**src/rtl/gate_sensor_fsm.sv**
```systemverilog
// ---------------------------------------------------------------------------
// gate_sensor_fsm
//
// Turns the two bouncy light barriers at the garage gate into single-cycle
// car_in / car_out pulses for the parking counter. Each sensor goes through a
// 2-flop synchroniser and a debounce counter. A direction FSM then tracks the
// order in which the barriers block and clear.
//
// Ports
//   clk         block clock (divided clock domain)
//   rst         asynchronous, active-high reset
//   sensor_a    raw outer barrier, 1 = beam blocked (async to clk)
//   sensor_b    raw inner barrier, 1 = beam blocked (async to clk)
//   car_in      one-cycle pulse per completed entry
//   car_out     one-cycle pulse per completed exit
//   fault       one-cycle pulse on illegal sequence or timeout
//   busy        high while the FSM is not in IDLE
//   sensors_db  debounced {a,b}
//
// State      | meaning
// -----------+--------------------------------------------------------
// IDLE       | gate clear, waiting for the first barrier
// IN_A       | entering: outer barrier blocked
// IN_AB      | entering: both barriers blocked
// IN_B       | entering: only the inner barrier still blocked
// OUT_B      | leaving: inner barrier blocked
// OUT_AB     | leaving: both barriers blocked
// OUT_A      | leaving: only the outer barrier still blocked
// WAIT_CLEAR | after a fault, wait for both beams to clear
// ---------------------------------------------------------------------------
module gate_sensor_fsm #(
  parameter int DEBOUNCE_CYCLES = 4,
  parameter int TIMEOUT_CYCLES  = 64
) (
  input  logic       clk,
  input  logic       rst,
  input  logic       sensor_a,
  input  logic       sensor_b,
  output logic       car_in,
  output logic       car_out,
  output logic       fault,
  output logic       busy,
  output logic [1:0] sensors_db
);

  typedef enum logic [2:0] {
    IDLE       = 3'd0,
    IN_A       = 3'd1,
    IN_AB      = 3'd2,
    IN_B       = 3'd3,
    OUT_B      = 3'd4,
    OUT_AB     = 3'd5,
    OUT_A      = 3'd6,
    WAIT_CLEAR = 3'd7
  } state_t;

  // The debounce counter commits on its last stable sample, so it never
  // actually holds DEBOUNCE_CYCLES and cannot wrap.
  localparam logic [7:0]  DB_LAST = 8'(DEBOUNCE_CYCLES - 1);
  // The FSM leaves on the edge where the timeout counter would reach
  // TIMEOUT_CYCLES-1. A timed state therefore lasts TIMEOUT_CYCLES-1 cycles.
  localparam logic [15:0] TO_LAST = 16'(TIMEOUT_CYCLES - 2);

  logic [1:0] raw;
  logic [1:0] sync1;
  logic [1:0] sync2;
  logic [1:0] db;
  logic [7:0] db_cnt [2];

  state_t      state;
  state_t      state_nxt;
  logic [15:0] tmo_cnt;
  logic        timed;
  logic        in_nxt;
  logic        out_nxt;
  logic        fault_nxt;

  // Bit 1 is sensor a and bit 0 is sensor b throughout the block.
  assign raw        = {sensor_a, sensor_b};
  assign sensors_db = db;

  // Synchroniser and per-sensor debounce
  always_ff @(posedge clk or posedge rst) begin
    if (rst) begin
      sync1     <= 2'b00;
      sync2     <= 2'b00;
      db        <= 2'b00;
      db_cnt[0] <= 8'd0;
      db_cnt[1] <= 8'd0;
    end else begin
      sync1 <= raw;
      sync2 <= sync1;
      for (int i = 0; i < 2; i++) begin
        if (sync2[i] == db[i]) begin
          db_cnt[i] <= 8'd0;
        end else if (db_cnt[i] >= DB_LAST) begin
          db[i]     <= sync2[i];
          db_cnt[i] <= 8'd0;
        end else begin
          db_cnt[i] <= db_cnt[i] + 8'd1;
        end
      end
    end
  end

  // Direction FSM: next state and pulse decisions
  assign timed = (state != IDLE) && (state != WAIT_CLEAR);

  always_comb begin
    state_nxt = state;
    in_nxt    = 1'b0;
    out_nxt   = 1'b0;
    fault_nxt = 1'b0;

    case (state)
      IDLE: begin
        case (db)
          2'b10: state_nxt = IN_A;
          2'b01: state_nxt = OUT_B;
          2'b11: begin state_nxt = WAIT_CLEAR; fault_nxt = 1'b1; end
          default: ;
        endcase
      end
      IN_A: begin
        case (db)
          2'b11: state_nxt = IN_AB;
          2'b00: state_nxt = IDLE;
          2'b01: begin state_nxt = WAIT_CLEAR; fault_nxt = 1'b1; end
          default: ;
        endcase
      end
      IN_AB: begin
        case (db)
          2'b01: state_nxt = IN_B;
          2'b10: state_nxt = IN_A;
          2'b00: begin state_nxt = WAIT_CLEAR; fault_nxt = 1'b1; end
          default: ;
        endcase
      end
      IN_B: begin
        case (db)
          2'b00: begin state_nxt = IDLE; in_nxt = 1'b1; end
          2'b11: state_nxt = IN_AB;
          2'b10: begin state_nxt = WAIT_CLEAR; fault_nxt = 1'b1; end
          default: ;
        endcase
      end
      OUT_B: begin
        case (db)
          2'b11: state_nxt = OUT_AB;
          2'b00: state_nxt = IDLE;
          2'b10: begin state_nxt = WAIT_CLEAR; fault_nxt = 1'b1; end
          default: ;
        endcase
      end
      OUT_AB: begin
        case (db)
          2'b10: state_nxt = OUT_A;
          2'b01: state_nxt = OUT_B;
          2'b00: begin state_nxt = WAIT_CLEAR; fault_nxt = 1'b1; end
          default: ;
        endcase
      end
      OUT_A: begin
        case (db)
          2'b00: begin state_nxt = IDLE; out_nxt = 1'b1; end
          2'b11: state_nxt = OUT_AB;
          2'b01: begin state_nxt = WAIT_CLEAR; fault_nxt = 1'b1; end
          default: ;
        endcase
      end
      WAIT_CLEAR: begin
        if (db == 2'b00) state_nxt = IDLE;
      end
      default: state_nxt = IDLE;
    endcase

    // A legal transition in the same cycle takes precedence over the timeout.
    if (timed && (state_nxt == state) && (tmo_cnt == TO_LAST)) begin
      state_nxt = WAIT_CLEAR;
      fault_nxt = 1'b1;
    end
  end

  // State, timeout counter and registered outputs
  always_ff @(posedge clk or posedge rst) begin
    if (rst) begin
      state   <= IDLE;
      tmo_cnt <= 16'd0;
      car_in  <= 1'b0;
      car_out <= 1'b0;
      fault   <= 1'b0;
      busy    <= 1'b0;
    end else begin
      state   <= state_nxt;
      car_in  <= in_nxt;
      car_out <= out_nxt;
      fault   <= fault_nxt;
      // Taken from the next state so that busy lines up with the state register.
      busy    <= (state_nxt != IDLE);
      if ((state_nxt != state) || !timed) begin
        tmo_cnt <= 16'd0;
      end else if (tmo_cnt != TO_LAST) begin
        tmo_cnt <= tmo_cnt + 16'd1;
      end
    end
  end

endmodule

```
**config.mk**
```make
export PLATFORM = sky130hd
export DESIGN_NAME = gate_sensor_fsm
export DESIGN_NICKNAME = d
export VERILOG_FILES = /design/src/rtl/gate_sensor_fsm.sv
export SDC_FILE = /design/constraint.sdc
export NUM_CORES = 1
export LEC_CHECK = 0
export BUFFER_PORTS_ARGS = -buffer_cell sky130_fd_sc_hd__buf_2
export CORE_ASPECT_RATIO = 2
export CORE_UTILIZATION = 55
export DETAILED_ROUTE_END_ITERATION = 8
export HOLD_SLACK_MARGIN = 0.1
export MAX_ROUTING_LAYER = met4
export PLACE_DENSITY = 0.73
export SYNTH_ARGS = -nofsm -noshare
export SYNTH_HDL_FRONTEND = slang
export SYNTH_SLANG_ARGS = --single-unit
```
**constraint.sdc**
```tcl
create_clock -name clk -period 4.3 [get_ports clk]
set_input_delay 0.645 -clock clk [delete_from_list [all_inputs] [get_ports clk]]
set_output_delay 0.645 -clock clk [all_outputs]
set_load 0.02 [all_outputs]
```
==> results of run 1 <==
==> power groups by stage <==
stage	clock (mW)	sequential, mW	combinational [mW]
floorplan	0	0.499	0.269
global placement	0	0.542	0.214
detailed placement	0	0.547	0.221
CTS	0.309	0.538	0.222
global route	0.329	0.550	0.252
finish	0.300	0.543	0.221
==> logic make-up after synthesis <==
family	Yosys count
fa+ha+maj	4
other cells	1
flops	45
simple gates	86
buf+inv	15
mux	3
compound gates	23
xor+xnor	18
==> worst paths after layout <==
path                             from            end  cells after the start
min in group asynchronous         rst    tmo_cnt[15]                      3
max                        tmo_cnt[0]          fault                      7
max in group asynchronous         rst  sensors_db[0]                      3
min reg2reg                  sync1[0]       sync2[0]                      0
min                          sync1[0]       sync2[0]                      0
max reg2reg                tmo_cnt[0]          fault                      7
==> layer usage <==
| layer | up-vias | GRT usage [%] |
|---|---|---|
| li1 | 691 | - |
| met1 | 721 | 23.6 |
| met2 | 30 | 35.9 |
| met3 | 7 | 3.60 |
| met4 | 0 | 13.0 |
| met5 | - | - |
==> worst reg2reg max path: cells and delay by family (launching register included) <==
family | cells | cell delay (ns)
flops | 1 | 0.43
simple gates | 3 | 1.09
fa+ha+maj | 1 | 0.14
compound gates | 2 | 0.31
buf+inv | 1 | 0.08
==> final cells by class <==
| class | count | area (µm²) |
|---|---|---|
| clock buffers | 5 | 68.8 |
| clock inverters | 2 | 35.0 |
| fillers | 312 | 1400 |
| inverters | 5 | 18.8 |
| multi-input cells | 146 | 927 |
| flip-flops and latches | 45 | 1130 |
| well taps | 49 | 61.3 |
| repair buffers | 10 | 52.6 |
==> per-stage QoR <==
step	hold slack [ns]	util, %	setup slack (ns)	area [µm²]
floorplan	0.331	-	2.56	2190
global placement	0.337	59.3	2.42	2190
detailed placement	0.341	59.3	2.22	2190
CTS	0.360	62.1	2.19	2290
global route	0.363	62.1	1.99	2290
finish	0.357	62.1	2.20	2290
==> registers in the layout (all words and copies together) (netlist names) <==
register    cells
sync2           2
state           3
tmo_cnt        16
db_cnt         16
car_out         1
sensors_db      2
car_in          1
fault           1
busy            1
sync1           2
==> cell usage in the layout (no fill, tap or decap), types with 2 or more instances in the layout <==
| cell | Yosys | layout |
|---|---|---|
| nor2b_1 | 3 | 3 |
| nor3b_1 | 2 | 2 |
| mux2_2 | 2 | 2 |
| nor4_1 | 2 | 2 |
| nor2_1 | 24 | 24 |
| a21oi_1 | 4 | 4 |
| nand3_1 | 8 | 8 |
| ha_1 | 4 | 4 |
| xnor2_1 | 4 | 4 |
| dfrtp_1 | 45 | 45 |
| a31oi_1 | 2 | 2 |
| o21ai_0 | 6 | 6 |
| xor2_1 | 13 | 13 |
| nor3_1 | 5 | 5 |
| nand4_1 | 4 | 4 |
| nor4b_1 | 2 | 2 |
| a2111oi_0 | 2 | 2 |
| conb_1 | 1 | 12 |
| buf_2 | 1 | 9 |
| and3_1 | 5 | 5 |
| nor4_2 | 2 | 2 |
| inv_1 | 5 | 5 |
| nand2_1 | 17 | 17 |
| clkbuf_8 | 6 | 5 |
| o221ai_1 | 3 | 3 |
| or4_1 | 2 | 2 |
| o22ai_1 | 2 | 2 |
==> flow_metrics.tcl, run 1 <==
set metrics [dict create \
    status "complete, no violations" \
    die_y_um 90.5 \
    clk_pin_slew_ns 0.08 \
    critPathMaxStageDelay_ns 0.44 \
    fp.dieW_um 46.2 \
    yosysMostFrequentCell "dfrtp_1" \
    dr.pass1.iters 4 \
    route.met3.wl_um 75 \
    clock_skew_ns 0.00507 \
    num_vias 1449 \
    path_buf_inv 1 \
    yosys_warnings 0 \
    finalMaxSlewViolations 0 \
    final.min_clock_period_ns 2.10 \
    syn_area_um2 2150 \
    p_int_uw 718 \
    ys_ff_latch 45 \
    slowest_stage "nand4_1" \
    netlist-cell-type-count 44 \
    min_path_type "reg -> reg" \
    design.portCount 10 \
    drc_errors 0 \
    power_leakage_nw 1.02 \
    grt_max_degree 46 \
    clkSinkCount 45 \
    tightest_slew_ns 0.755 \
    p_seq_share_pct 51.0 \
    seq_area_frac_synth_pct 52.3 \
    grt_use_total_pct 22.1 \
    synthTopCellsByArea "dfrtp_1 (52%), xor2_1 (5.3%), nor2_1 (4.2%)" \
    syn_inst 195 \
    syn_area_per_cell_um2 11.0 \
    p_clk_share_pct 28.2 \
    area_delta_synth_final_pct 6.40 \
    portBuffers 9 \
    cts_resized 0 \
    setup_viol 0 \
    synth_edf_count 0 \
    slew_headroom_pct 49.6 \
    p_switching_uw 346 \
    hold_viol 0 \
    core_area_um2 3680 \
    clock_latency_ns 0.29 \
    p_per_area_nw_per_um2 465 \
    rsz0062_at_grt "no" \
    cts_htree_levels 2 \
    dp_hpwl_um 2640 \
    grt_antenna_before_repair 0 \
    synth_commonest_cells "dfrtp_1 (45), nor2_1 (24), nand2_1 (17), xor2_1 (13), nand3_1 (8)" \
    initial_core_util_pct 58.4 \
    wl_met2_um 2100 \
    overflow 0 \
    synth_compound_area_share_pct 7.27 \
    cts_hold_buf 0 \
    cp_data_arrival_time_ns 2.32 \
    cts_buffers 5 \
    yosys.area.top_type "dfrtp_1" \
    crit_path_start_kind "flip-flop" \
    diodes 0 \
    cts_tree "done" \
    post-route-period-util_pct 48.9 \
    final_net_count 221 \
    finalPower_mw 1.06 \
    gp_congestion 0.917 \
    rows 31 \
    required_ns 4.52 \
    crit_chain "inv_1 > ha_1 > nor4b_2 > nand4_1 > nor4b_1 > a2111oi_0 > a31oi_1" \
    viasPerCell 5.53 \
    ant_nets 0 \
    p_sw_share_pct 32.5 \
    met1_length_um 1470 \
    drive_gt1_share_pct 14.1 \
    setup-tns-final_ns 0 \
    synthArstFlopShare_pct 100 \
    crit_type "reg -> reg" \
    drt_iter0_markers 30 \
    grt_pass1_wl_um 6600 \
    ir_worst_vdd_uv 374 \
    p_comb_share_pct 20.8 \
    dpl.cell_count 255 \
    post_cts_buffers 0 \
    synth_fa_ha_area_share_pct 2.33 \
    yosys.area_share.simple_pct 22.2 \
    crit_family "simple AND/OR/NAND/NOR gates" \
    worst-path-max-fanout 11 \
    maxCapViolations 0 \
    synth_xor_area_share_pct 7.67 \
    top_layer "met4" \
    routedWlPerCell_um 14.3 \
    cts_root_buffer "clkbuf_8" \
    ys.flop_type "dfrtp_1" \
    die_area_um2 4180 \
    cts_buffer_depth 2 \
    synth_top_area_share_pct 52.3 \
    r2r_slack_ns 2.20 \
    synthMuxAreaShare_pct 1.51 \
    cp-end-kind "flip-flop" \
    grt_pass1_vias 1516 \
    synth_top_family_by_area "simple AND/OR/NAND/NOR gates" \
    clock.fmax_ghz 0.475 \
    final_cells 262 \
    wirelength_um 3740 \
]
No activity file was read; power rests on OpenSTA's default activity.
==> run 2: changes to the inputs <==
ABC_AREA = 1   (was default)
PLACE_DENSITY = 0.72   (was 0.73)
clock period = 1.95 ns   (was 4.3 ns; I/O delays follow)
==> run 2 against run 1 <==
The flow now finishes with violations (setup timing). Sequential power is 110% higher. Critical path depth increased by 9. Clock power grew 140%. Core utilization increased by 12 points. Synthesized cell count grew 28%. Via count increased by 28%. Die area up 11%. Total power grew to 3.4 times the previous value. Area after synthesis is 11% higher.
==> flow_metrics.tcl, run 2 <==
set metrics [dict create \
    status "finished, violations left" \
    violations "setup timing" \
    ant_nets 0 \
    cp_data_arrival_time_ns 2.17 \
    seq_area_frac_synth_pct 47.2 \
    setup_viol 9 \
    rsz0062_at_grt "yes" \
    synth_xor_area_share_pct 4.77 \
    met1_usage_pct 21.4 \
    grt_util_met2_pct 45.8 \
    finalMaxSlewViolations 0 \
    cts_buffer_depth 2 \
    grt_antenna_before_repair 0 \
    pre_cts_slack_ns -0.0710 \
    grt_use_total_pct 24.1 \
    portBuffers 9 \
    top_regs "db_cnt (16), tmo_cnt (16), state (3)" \
    path_buf_inv 3 \
    critPathMaxStageDelay_ns 0.49 \
    synth_commonest_cells "dfrtp_1 (45), nand2_1 (41), nor2_1 (23), inv_1 (21), nand2_2 (17)" \
    synthMuxAreaShare_pct 0 \
    overflow 0 \
    dp_hpwl_um 3660 \
    diodes 0 \
    clk_pin_slew_ns 0.09 \
    cp-end-kind "flip-flop" \
    layout_setup_ws_ns -0.0401 \
    fp.dieW_um 48.6 \
    crit_type "reg -> reg" \
    final_common_cell "dfrtp_1" \
    ys.flop_type "dfrtp_1" \
    required_ns 2.13 \
    synthTopCellsByArea "dfrtp_1 (47%), nor2_4 (7.6%), nand2_1 (6.4%)" \
    synth_fa_ha_area_share_pct 2.10 \
    critPathMostFrequentCell "nand2_2" \
    grt_pass1_wl_um 7910 \
    r2r-end "tmo_cnt[7]" \
    fillers 304 \
    clock_latency_ns 0.30 \
    clkSinkCount 45 \
    synth_top_area_share_pct 47.2 \
    syn_inst 250 \
    rows 33 \
    design.portCount 10 \
    r2r_start "sensors_db[0]" \
    tightest_slew_ns 0.846 \
    hold_viol 0 \
    slew_headroom_pct 43.3 \
    area_delta_synth_final_pct 27.7 \
    yosys.area_share.simple_pct 34.2 \
    synth_edf_count 0 \
    finalPower_mw 3.65 \
    netlist-cell-type-count 35 \
    cts_htree_levels 2 \
    r2r_cells 16 \
    initial_core_util_pct 57.8 \
    cts_tree "done" \
    cts_root_buffer "clkbuf_8" \
    ys_ff_latch 45 \
    min_path_cells 0 \
    fin_util_pct 73.8 \
    yosysMostFrequentCell "dfrtp_1" \
    num_vias 1852 \
    drc_errors 0 \
    final_cell_mix "dfrtp_1 (42), nand2_1 (36), buf_4 (29)" \
    yosys_warnings 0 \
    core_area_um2 4130 \
    synth_compound_area_share_pct 3.25 \
    clock.fmax_ghz 0.502 \
    routedWlPerCell_um 14.3 \
    ir_worst_vdd_uv 860 \
    cts_buffers 5 \
    synthArstFlopShare_pct 100 \
    syn_area_per_cell_um2 9.54 \
    hold_end "sync2[1]" \
    yosys.area.top_type "dfrtp_1" \
    crit_path_start "sensors_db[0]" \
    wirelength_um 5220 \
    dr.pass1.iters 4 \
    grt_max_degree 26 \
    syn_area_um2 2390 \
    viasPerCell 5.09 \
    busiest_layer "met2" \
    die_y_um 95.1 \
    crit_chain "buf_12 > nor2_8 > nand2_2 > nand2_2 > nand2_2 > nor2_2 > nand2_2 > nand3_2 > nand2_2 > inv_2 > nand2_4 > nand3_2 > nand2_2 > nand3_4 > clkbuf_16 > nor2_4" \
    slowest_stage "dfrtp_2" \
    post-route-period-util_pct 102 \
    final_net_count 319 \
    min_path_type "reg -> reg" \
    drt_iter0_markers 53 \
    grtUsageMet3_pct 3.03 \
    gp_congestion 0.905 \
    die_area_um2 4620 \
    crit_family "simple AND/OR/NAND/NOR gates" \
    synth_top_family_by_area "simple AND/OR/NAND/NOR gates" \
    drive_gt1_share_pct 41.3 \
    maxCapViolations 0 \
    p_per_area_nw_per_um2 1200 \
    worst-path-max-fanout 6 \
    r2r_slack_ns -0.04 \
    crit_path_start_kind "flip-flop" \
    grt_pass1_vias 1836 \
    final.min_clock_period_ns 1.99 \
    power_leakage_nw 1.38 \
    clock_skew_ns 0.00611 \
    hp-start "sync1[1]" \
]
[run 2: cell types whose count changed after synthesis, sizes merged, moves of 3 or more]
cell	before	now
nand2	18	60
inv	5	30
nor2	24	44
xor2	14	7
and3	6	0
clkbuf	6	0
nand3	8	14
nor2b	3	0
nor4b	3	0
o221ai	3	0
[run 2: worst max path at each step]
stage | to | cells after the start
global route | tmo_cnt[7] | 15
floorplan | tmo_cnt[5] | 16
CTS | tmo_cnt[14] | 15
global placement | tmo_cnt[9] | 14
finish | tmo_cnt[7] | 16
detailed placement | tmo_cnt[9] | 14
[run 2: through the flow]
step	area (µm²)	hold slack (ns)	TNS [ns]	cells
2_1_floorplan	2430	0.324	0	261
3_3_place_gp	2740	0.333	-0.663	347
3_5_place_dp	2740	0.336	-0.745	347
4_1_cts	2890	0.103	0	357
5_1_grt	3050	0.355	-1.86	364
6_report	3050	0.347	-0.177	364
[run 2: metal layers]
layer	wire length [µm]	part of all wire, %
met1	1810	35
met2	3020	58
met3	116	2.2
met4	279	5.3
met5	0	0
[run 2: power breakdown]
part | switching, mW | internal [mW] | total [mW]
sequential | 0.117 | 1.02 | 1.13
combinational | 1.02 | 0.775 | 1.79
clock | 0.333 | 0.393 | 0.726
[run 2: area by class of cell]
class	count	area [µm²]	share of cell area [%]
clock buffer	5	68.8	2.26
tap	52	65.1	2.13
inverter	30	123	4.02
clock inverter	3	50.0	1.64
timing repair buffer	49	432	14.2
sequential	45	1130	37.1
multi-input combinational	180	1180	38.7
[run 2: worst reg2reg max path, stage by stage (launching register included)]
cell	delay (ns)
dfrtp_2	0.49
buf_12	0.16
nor2_8	0.10
nand2_2	0.08
nand2_2	0.07
nand2_2	0.05
nor2_2	0.09
nand2_2	0.06
nand3_2	0.07
nand2_2	0.06
inv_2	0.08
nand2_4	0.07
nand3_2	0.06
nand2_2	0.07
nand3_4	0.14
clkbuf_16	0.19
nor2_4	0.03
[run 2: what timing repair did]
item / CTS / global route
gates cloned: 0 / 1
hold buffers: 2 / 1
setup endpoints to repair: 17 / 17
endpoints found under the hold margin: 21 / 1
pin swaps: 0 / 9
setup buffers: 0 / 5
gates resized for setup: 3 / 27
[run 2: cell families after synthesis]
kind of cell	count (synthesis)
AO/OA/AOI/OAI	13
XOR/XNOR	13
adder cells (fa/ha/maj)	4
buffers and inverters	36
flip-flops	45
other	1
AND/OR/NAND/NOR	138
